File: config.mk
export PLATFORM = sky130hd
export DESIGN_NAME = sync_fifo_gen2
export DESIGN_NICKNAME = d
export VERILOG_FILES = /design/src/rtl/sync_fifo_gen2_pkg.sv /design/src/rtl/fifo_reg_array.sv /design/src/rtl/sync_fifo_gen2.sv
export SDC_FILE = /design/constraint.sdc
export NUM_CORES = 1
export LEC_CHECK = 0
export CORE_ASPECT_RATIO = 1.5
export CORE_MARGIN = 8
export CORE_UTILIZATION = 57
export CTS_CLUSTER_DIAMETER = 30
export DETAILED_ROUTE_END_ITERATION = 16
export PLACE_DENSITY = 0.77
export SLEW_MARGIN = 30
export SYNTH_ARGS = -nofsm -noshare
export SYNTH_HDL_FRONTEND = slang
export SYNTH_SLANG_ARGS = --single-unit
export TNS_END_PERCENT = 100
File: constraint.sdc
create_clock -name CLK -period 4.1 [get_ports CLK]
set_input_delay 1.025 -clock CLK [delete_from_list [all_inputs] [get_ports CLK]]
set_output_delay 1.025 -clock CLK [all_outputs]
set_load 0.01 [all_outputs]
File: src/rtl/sync_fifo_gen2_pkg.sv
// Shared definitions for the single-clock FIFO: read-mode encoding,
// depth / level-width derivation and threshold legality limits.
package sync_fifo_gen2_pkg;

    // Read-port behaviour selected by the FWFT parameter of the top level
    typedef enum logic {
        FIFO_MODE_STD  = 1'b0,
        FIFO_MODE_FWFT = 1'b1
    } fifo_mode_e;

    // Lowest legal almost-full threshold (upper bound is the depth)
    localparam int AFULL_TH_MIN  = 1;
    // Lowest legal almost-empty threshold (upper bound is depth - 1)
    localparam int AEMPTY_TH_MIN = 0;

    // Number of storage words for a given address width
    function automatic int fifoDepth(input int addrWidth);
        return 1 << addrWidth;
    endfunction

    // LEVEL and pointers carry one extra bit so that 0..DEPTH is representable
    function automatic int fifoLevelWidth(input int addrWidth);
        return addrWidth + 1;
    endfunction

    // True when both flag thresholds fall inside their meaningful ranges
    function automatic bit thresholdsLegal(input int addrWidth,
                                           input int afullTh,
                                           input int aemptyTh);
        int depth;
        depth = fifoDepth(addrWidth);
        return (afullTh >= AFULL_TH_MIN) && (afullTh <= depth) &&
               (aemptyTh >= AEMPTY_TH_MIN) && (aemptyTh <= depth - 1);
    endfunction

endpackage

File: src/rtl/fifo_reg_array.sv
// DEPTH x DATA_WIDTH register array with one write port and one
// combinational read port. Contents are deliberately not reset.
module fifo_reg_array #(
    parameter int DATA_WIDTH = 8,
    parameter int ADDR_WIDTH = 3
) (
    input  logic                  clk_i,
    input  logic                  we_i,
    input  logic [ADDR_WIDTH-1:0] waddr_i,
    input  logic [DATA_WIDTH-1:0] wdata_i,
    input  logic [ADDR_WIDTH-1:0] raddr_i,
    output logic [DATA_WIDTH-1:0] rdata_o
);

    localparam int DEPTH = 1 << ADDR_WIDTH;

    logic [DATA_WIDTH-1:0] mem_q [DEPTH];

    // Store the incoming word whenever the controller accepts a write
    always_ff @(posedge clk_i) begin
        if (we_i) begin
            mem_q[waddr_i] <= wdata_i;
        end
    end

    assign rdata_o = mem_q[raddr_i];

endmodule

File: src/rtl/sync_fifo_gen2.sv
// Single-clock FIFO controller: pointers, registered level and flags,
// sticky error flags, flush, and the std-mode registered read stage.
module sync_fifo_gen2
    import sync_fifo_gen2_pkg::*;
#(
    parameter int DATA_WIDTH = 8,
    parameter int ADDR_WIDTH = 3,
    parameter int FWFT       = 0,
    parameter int AFULL_TH   = 6,
    parameter int AEMPTY_TH  = 2
) (
    input  logic                  CLK,
    input  logic                  RST,
    input  logic                  FLUSH,
    input  logic [DATA_WIDTH-1:0] WR_DATA,
    input  logic                  W_INC,
    input  logic                  R_INC,
    output logic [DATA_WIDTH-1:0] RD_DATA,
    output logic                  RD_VALID,
    output logic                  FULL,
    output logic                  EMPTY,
    output logic                  ALMOST_FULL,
    output logic                  ALMOST_EMPTY,
    output logic [ADDR_WIDTH:0]   LEVEL,
    output logic                  OVERFLOW,
    output logic                  UNDERFLOW
);

    localparam int         DEPTH = fifoDepth(ADDR_WIDTH);
    localparam int         LW    = fifoLevelWidth(ADDR_WIDTH);
    localparam fifo_mode_e MODE  = (FWFT != 0) ? FIFO_MODE_FWFT : FIFO_MODE_STD;

    localparam logic [LW-1:0] PTR_ONE    = LW'(1);
    localparam logic [LW-1:0] LVL_FULL   = LW'(DEPTH);
    localparam logic [LW-1:0] LVL_AFULL  = LW'(AFULL_TH);
    localparam logic [LW-1:0] LVL_AEMPTY = LW'(AEMPTY_TH);

    if (!thresholdsLegal(ADDR_WIDTH, AFULL_TH, AEMPTY_TH)) begin : g_badThreshold
        $error("sync_fifo_gen2: AFULL_TH or AEMPTY_TH outside legal range");
    end

    logic [LW-1:0]         wrPtr_q, wrPtr_d;
    logic [LW-1:0]         rdPtr_q, rdPtr_d;
    logic [LW-1:0]         level_q, level_d;
    logic                  full_q, full_d;
    logic                  empty_q, empty_d;
    logic                  afull_q, afull_d;
    logic                  aempty_q, aempty_d;
    logic                  ovf_q, ovf_d;
    logic                  unf_q, unf_d;
    logic                  rdValid_q, rdValid_d;
    logic [DATA_WIDTH-1:0] rdData_q, rdData_d;

    logic                  wrOk;
    logic                  rdOk;
    logic                  memWe;
    logic [DATA_WIDTH-1:0] memRdData;

    fifo_reg_array #(
        .DATA_WIDTH(DATA_WIDTH),
        .ADDR_WIDTH(ADDR_WIDTH)
    ) u_regArray (
        .clk_i   (CLK),
        .we_i    (memWe),
        .waddr_i (wrPtr_q[ADDR_WIDTH-1:0]),
        .wdata_i (WR_DATA),
        .raddr_i (rdPtr_q[ADDR_WIDTH-1:0]),
        .rdata_o (memRdData)
    );

    // Decide which requests are accepted and derive every next-state value
    always_comb begin
        wrPtr_d   = wrPtr_q;
        rdPtr_d   = rdPtr_q;
        level_d   = level_q;
        ovf_d     = ovf_q;
        unf_d     = unf_q;
        rdValid_d = 1'b0;
        rdData_d  = rdData_q;
        memWe     = 1'b0;

        // A read never bypasses: an empty FIFO rejects it even with a write
        rdOk = R_INC & ~empty_q;
        // Full accepts a write only when a read frees a slot on the same edge
        wrOk = W_INC & (~full_q | rdOk);

        if (FLUSH) begin
            rdPtr_d = wrPtr_q;
            level_d = '0;
            ovf_d   = 1'b0;
            unf_d   = 1'b0;
        end else begin
            if (wrOk) begin
                wrPtr_d = wrPtr_q + PTR_ONE;
                memWe   = 1'b1;
            end
            if (rdOk) begin
                rdPtr_d  = rdPtr_q + PTR_ONE;
                rdData_d = memRdData;
            end
            rdValid_d = rdOk;
            level_d   = wrPtr_d - rdPtr_d;
            ovf_d     = ovf_q | (W_INC & ~wrOk);
            unf_d     = unf_q | (R_INC & empty_q);
        end

        full_d   = (level_d == LVL_FULL);
        empty_d  = (level_d == '0);
        afull_d  = (level_d >= LVL_AFULL);
        aempty_d = (level_d <= LVL_AEMPTY);
    end

    // Register pointers, level, flags and the read stage; reset wins over flush
    always_ff @(posedge CLK) begin
        if (RST) begin
            wrPtr_q   <= '0;
            rdPtr_q   <= '0;
            level_q   <= '0;
            full_q    <= 1'b0;
            empty_q   <= 1'b1;
            afull_q   <= 1'b0;
            aempty_q  <= 1'b1;
            ovf_q     <= 1'b0;
            unf_q     <= 1'b0;
            rdValid_q <= 1'b0;
            rdData_q  <= '0;
        end else begin
            wrPtr_q   <= wrPtr_d;
            rdPtr_q   <= rdPtr_d;
            level_q   <= level_d;
            full_q    <= full_d;
            empty_q   <= empty_d;
            afull_q   <= afull_d;
            aempty_q  <= aempty_d;
            ovf_q     <= ovf_d;
            unf_q     <= unf_d;
            rdValid_q <= rdValid_d;
            rdData_q  <= rdData_d;
        end
    end

    // FWFT shows the head word directly; std mode presents the registered pop
    if (MODE == FIFO_MODE_FWFT) begin : g_fwftRead
        assign RD_DATA  = memRdData;
        assign RD_VALID = ~empty_q;
    end else begin : g_stdRead
        assign RD_DATA  = rdData_q;
        assign RD_VALID = rdValid_q;
    end

    assign FULL         = full_q;
    assign EMPTY        = empty_q;
    assign ALMOST_FULL  = afull_q;
    assign ALMOST_EMPTY = aempty_q;
    assign LEVEL        = level_q;
    assign OVERFLOW     = ovf_q;
    assign UNDERFLOW    = unf_q;

endmodule
==> metrics.cfg, run 1 <==
[run_status]
outcome=finished clean

[routing]
drt_wl_total_um=6390
drt-initial-drc-count=131
vias=1943
first_pass_iters=4
wl_per_cell_um=18.5
drc=0
vias_per_cell=5.62
antenna_left=0

[logic_synthesis]
ys_seq_area_frac=0.678
synth.distinct_cells=37
synth_warnings=0
mappedNetlistNets=242
async_reset_ff_frac=0
synth_common_cells=64 x edfxtp_1, 28 x nor2_1, 27 x dfxtp_1, 16 x mux4_2, 12 x mux2i_1
ys_seq_elements=91
avgSynthCellArea_um2=16.3
synth.most_common_cell=edfxtp_1
synth_area_mm2=0.00363
syn-instance-count=223
synth_edf_count=64
yosysTopAreaCellShare=0.529
yosys_most_used_dff=edfxtp_1
synth_top_cell_by_area=edfxtp_1
synth_area_leaders=edfxtp_1 53%, dfxtp_1 15%, mux4_2 9.9%, mux2i_1 3.3%, nor2_1 2.9%

[clock_tree]
cts_root_buf=clkbuf_8
clk_pin_slew_ns=0.09
cts_sinks=91
cts_tree=done
postCtsHoldBufs=0
post_cts_buffers=0
cts_buffers=9
htreeDepth=3
clock_latency_ns=0.36
clockBufferDepth=2
cts_resized=0

[finish]
layout-drive-gt1-share=0.191
final_util=0.690
fillers=427
ff_latch_area_mm2=0.00246
area_growth_pct=17.2
fin_nets=286
multiInputGateArea_mm2=0.00108
n_antenna_cell=0
stdcell_area_mm2=0.00426

[sta]
hold_violations=0
rsz0062_at_grt=false
fin_skew_ns=0.0141
finalCriticalPeriod_ns=3.54
timing.hold.ws_ns=0.476
finalSetupViolCount=0
max_freq_mhz=282
worst_pin_slew_ns=0.413
maxSlewViolCount=0
fin_tns_setup_ns=0
fin_crit_sh=0.864
relSlewSlack=0.724

[grt]
grt_pass1_vias=1966
grt_overflow=0
grt_start_max_net_pins=20
grt_pass1_wl_um=10100
grt_usage=0.149
antenna_found_initial=0

[floorplan]
dieWidth_um=81.2
dieArea_mm2=0.00924
die_h_um=114
num_rows=35
start_util=0.588
design.core.area_mm2=0.00617
ioPinCount=32

[power_and_ir_drop]
total_power_uw=1770
peakVddDrop_mv=0.368
p_leak_uw=0.00145
p_per_area_mw_per_mm2=415

[hold_path]
holdCritPathClass=flop to flop

[placement]
placed_area_mm2=0.00406
place.gp.congestion=0.771
dpl.hpwl_um=4270
numPortBuffers=31

[setup_path]
worstPathArrival_ns=3.80
crit_type=primary input to flop
worst_setup_path_end_kind=flop
cp_max_fo=5
cp.required_ns=4.36
start_kind=primary input

[run]
cap_violations=0

power by group:
group	total, uW	leakage [uW]	internal [uW]	switching (uW)
Combinational	155	0.000552	78.4	76.5
Sequential	1010	0.000798	1000	9.48
Clock	602	0.0000975	288	314
cells by family after synthesis:
| family | synth area share |
|---|---|
| flip-flops | 0.678 |
| XOR/XNOR | 0.0303 |
| adder cells (fa/ha/maj) | 0.0227 |
| AO/OA/AOI/OAI | 0.0455 |
| AND/OR/NAND/NOR | 0.0665 |
| multiplexers | 0.132 |
| buffers and inverters | 0.0248 |
cells in the final DEF (no fill, tap or decap), types with 2 or more instances in the layout:
| cell | netlist | routed |
|---|---|---|
| ha_1 | 5 | 5 |
| nand2_1 | 7 | 7 |
| inv_6 | 0 | 2 |
| nor3_1 | 4 | 4 |
| xnor2_1 | 4 | 4 |
| nand2b_1 | 5 | 5 |
| mux2i_1 | 12 | 12 |
| inv_1 | 4 | 4 |
| clkdlybuf4s50_1 | 0 | 31 |
| a21oi_1 | 6 | 6 |
| xor2_1 | 4 | 4 |
| nor2_1 | 28 | 28 |
| a211oi_1 | 9 | 9 |
| edfxtp_1 | 64 | 64 |
| or2_2 | 2 | 2 |
| mux4_2 | 16 | 16 |
| clkinv_4 | 0 | 2 |
| clkbuf_8 | 1 | 9 |
| dfxtp_1 | 27 | 27 |
| buf_4 | 1 | 13 |
worst max-delay path, cell delays in order:
cell	delay (ns)
clkdlybuf4s50_1	0.51
nand2b_1	0.17
a21boi_2	0.28
mux2i_1	0.34
inv_1	0.08
ha_1	0.28
nand2_1	0.04
o21ai_0	0.21
xor2_1	0.21
xnor3_2	0.41
a41o_1	0.25
sequential cells by signal (all words and copies together) (netlist names):
register	count
ALMOST_FULL	1
u_regArray.mem_q	64
wrPtr_q	4
OVERFLOW	1
LEVEL	4
RD_DATA	8
rdPtr_q	4
FULL	1
ALMOST_EMPTY	1
RD_VALID	1
UNDERFLOW	1
EMPTY	1
per-stage QoR:
| stage | std cells | setup WS (ns) |
|---|---|---|
| 2_1_floorplan | 223 | 0.936 |
| 3_3_place_gp | 330 | 0.278 |
| 3_5_place_dp | 330 | 0.206 |
| 4_1_cts | 346 | 0.570 |
| 5_1_grt | 346 | 0.354 |
| 6_report | 346 | 0.559 |
per-layer routing:
layer | up-vias | routed length (um) | GRT usage
li1 | 933 | - | -
met1 | 937 | 2690 | 0.177
met2 | 62 | 3200 | 0.246
met3 | 11 | 400 | 0.0402
met4 | 0 | 102 | 0.0599
met5 | - | 0 | 0
area by class of cell:
cell class              instances  area share
clock inverters                 6      0.0170
clock buffers                  10      0.0300
multi-input cells             117       0.254
well taps                      74      0.0217
flip-flops and latches         91       0.578
repair buffers                 44      0.0958
inverters                       4     0.00353
path summary, 6_finish.rpt:
kind	startpoint	to	slack, ns	cells past startpoint
worst max-delay path	R_INC	EMPTY	0.56	11
worst min-delay path	UNDERFLOW	UNDERFLOW	0.48	2
worst max register to register	EMPTY	EMPTY	1.27	10
worst min register to register	UNDERFLOW	UNDERFLOW	0.48	2
No activity file was read; power rests on OpenSTA's default activity.
==> run 2: changes to the inputs <==
--- a/config.mk
+++ b/config.mk
@@ -10,6 +10,7 @@
 export CORE_UTILIZATION = 57
 export CTS_CLUSTER_DIAMETER = 30
 export DETAILED_ROUTE_END_ITERATION = 16
+export GPL_TIMING_DRIVEN = 0
 export PLACE_DENSITY = 0.77
 export SLEW_MARGIN = 30
 export SYNTH_ARGS = -nofsm -noshare
==> run 2 against run 1 <==
Count of clock-buffer cells in the layout decreased by 1; design area decreased by 1.0%; via count increased by 2.6%; sequential share of layout area increased by 0.60 points; core utilization decreased by 0.71 points; register-to-register slack got worse by 0.11 ns; clock power decreased by 9.3%; final cell count decreased by 0.87%; power decreased by 3.0%; critical path depth unchanged; wire length increased by 5.4%; non-clock buffer count decreased by 3.
==> metrics.cfg, run 2 (synthesized netlist as in run 1, its figures left out) <==
[floorplan]
design.core.area_mm2=0.00617
ioPinCount=32
die_h_um=114
dieArea_mm2=0.00924
start_util=0.588
num_rows=35
dieWidth_um=81.2

[placement]
placed_area_mm2=0.00404
numPortBuffers=30
dpl.cell_count=327
place.gp.congestion=0.806
dpl.hpwl_um=4550

[routing]
first_pass_iters=4
drc=0
wl_per_cell_um=19.6
vias_per_cell=5.81
antenna_left=0
drt-initial-drc-count=135
vias=1993
drt_wl_total_um=6730

[power_and_ir_drop]
peakVddDrop_mv=0.291
p_per_area_mw_per_mm2=407
total_power_uw=1720
p_leak_uw=0.00141

[setup_path]
cp_cell_sequence=clkdlybuf4s50_1 > nand2b_1 > a21boi_2 > mux2i_1 > inv_1 > ha_1 > nand2_1 > o21ai_0 > xor2_1 > xnor3_2 > a41o_1
start_kind=primary input
cpMaxStageDelayCell=clkdlybuf4s50_1
cp.buffers_inverters=2
cp_top_family=compound AO/OA/AOI/OAI gates
worstPathArrival_ns=3.79
startpoint=R_INC
cp_num_cells=11
max_stage_delay_ns=0.50
r2r-start=rdPtr_q[1]
worst_setup_path_end_kind=flop
regToRegEndpoint=EMPTY
reg2regPathDepth=9
r2r_setup_slack_ns=1.16
crit_type=primary input to flop
cp_max_fo=5
cp.required_ns=4.36

[sta]
finalCriticalPeriod_ns=3.53
max_freq_mhz=283
fin_tns_setup_ns=0
finalSetupViolCount=0
hold_violations=0
fin_crit_sh=0.861
worst_pin_slew_ns=0.895
maxSlewViolCount=0
fin_skew_ns=0.0137
relSlewSlack=0.400
rsz0062_at_grt=false

[clock_tree]
htreeDepth=3
cts_root_buf=clkbuf_8
cts_resized=0
clockBufferDepth=2
cts_tree=done
postCtsHoldBufs=0
clock_latency_ns=0.37
clk_pin_slew_ns=0.09
cts_sinks=91
cts_buffers=9
post_cts_buffers=0

[finish]
final_util=0.682
mostFrequentLayoutCell=edfxtp_1
largest_reg_flops=64
layout-drive-gt1-share=0.175
fillers=427
area_growth_pct=16.0
top_register=u_regArray.mem_q
fin_nets=283
n_antenna_cell=0
final_cell_mix=64 x edfxtp_1, 30 x clkdlybuf4s50_1, 27 x dfxtp_1, 27 x nor2_1, 16 x mux4_2
stdcell_area_mm2=0.00421
layout.cells.non_filler=343

[grt]
grt_usage=0.154
grt_pass1_vias=2028
antenna_found_initial=0
grt_start_max_net_pins=17
grt_pass1_wl_um=10300
grt_overflow=0

[run_status]
outcome=finished clean

[run]
cap_violations=0

[hold_path]
whs_path_depth=2
worstHoldEndpoint=UNDERFLOW
min-delay-start=UNDERFLOW
holdCritPathClass=flop to flop

run 2: cell types whose count changed in the layout (fill, tap and decap cells not counted), moves of 2 or more:
cell / previous run / this run
nor3_1: 4 / 2
nor3_2: 0 / 2
clkbuf_1: 1 / 5
buf_4: 13 / 1
run 2: how the worst max path moves through the flow:
stage                 end  slack, ns
floorplan           EMPTY       0.94
global placement    EMPTY       0.17
detailed placement  EMPTY       0.16
CTS                 EMPTY       0.54
global route        EMPTY       0.36
finish              EMPTY       0.57
run 2: power by group:
part / leakage, uW / switching [uW] / internal, uW
combinational: 0.000526 / 80.8 / 78.3
sequential: 0.000798 / 8.94 / 1000
clock: 0.0000852 / 322 / 224
run 2: layout make-up:
cell class | count | area, um2 | area share
inverter | 4 | 15.0 | 0.00356
tap | 74 | 92.6 | 0.0220
multi-input combinational | 117 | 1090 | 0.259
clock inverter | 7 | 52.6 | 0.0125
sequential | 91 | 2460 | 0.584
clock buffer | 9 | 124 | 0.0294
buffer | 11 | 75.1 | 0.0178
timing repair buffer | 30 | 300 | 0.0713
run 2: worst reg2reg max path: cells and delay by family, from the launching register on:
family                   cells  cell delay, ns
flip-flops                   1            0.37
buffers and inverters        2            0.72
adder cells (fa/ha/maj)      1            0.35
multiplexers                 1            0.28
AND/OR/NAND/NOR              1            0.05
AO/OA/AOI/OAI                2            0.46
XOR/XNOR                     2            0.60
run 2: metal layers:
metal  wire, um  global-route usage  vias up  part of all wire
met2       3500               0.262       48              0.52
met1       2730               0.169     1003              0.40
met3        348              0.0339       15             0.052
met5          0                   0        -                 0
met4        159              0.0946        0             0.024
li1           -                   -      927                 -
run 2: metrics by stage:
step	setup WS [ns]	hold slack (ns)
finish	0.569	0.472
global route	0.356	0.494
CTS	0.535	0.476
detailed placement	0.157	0.454
global placement	0.166	0.448
floorplan	0.936	0.502
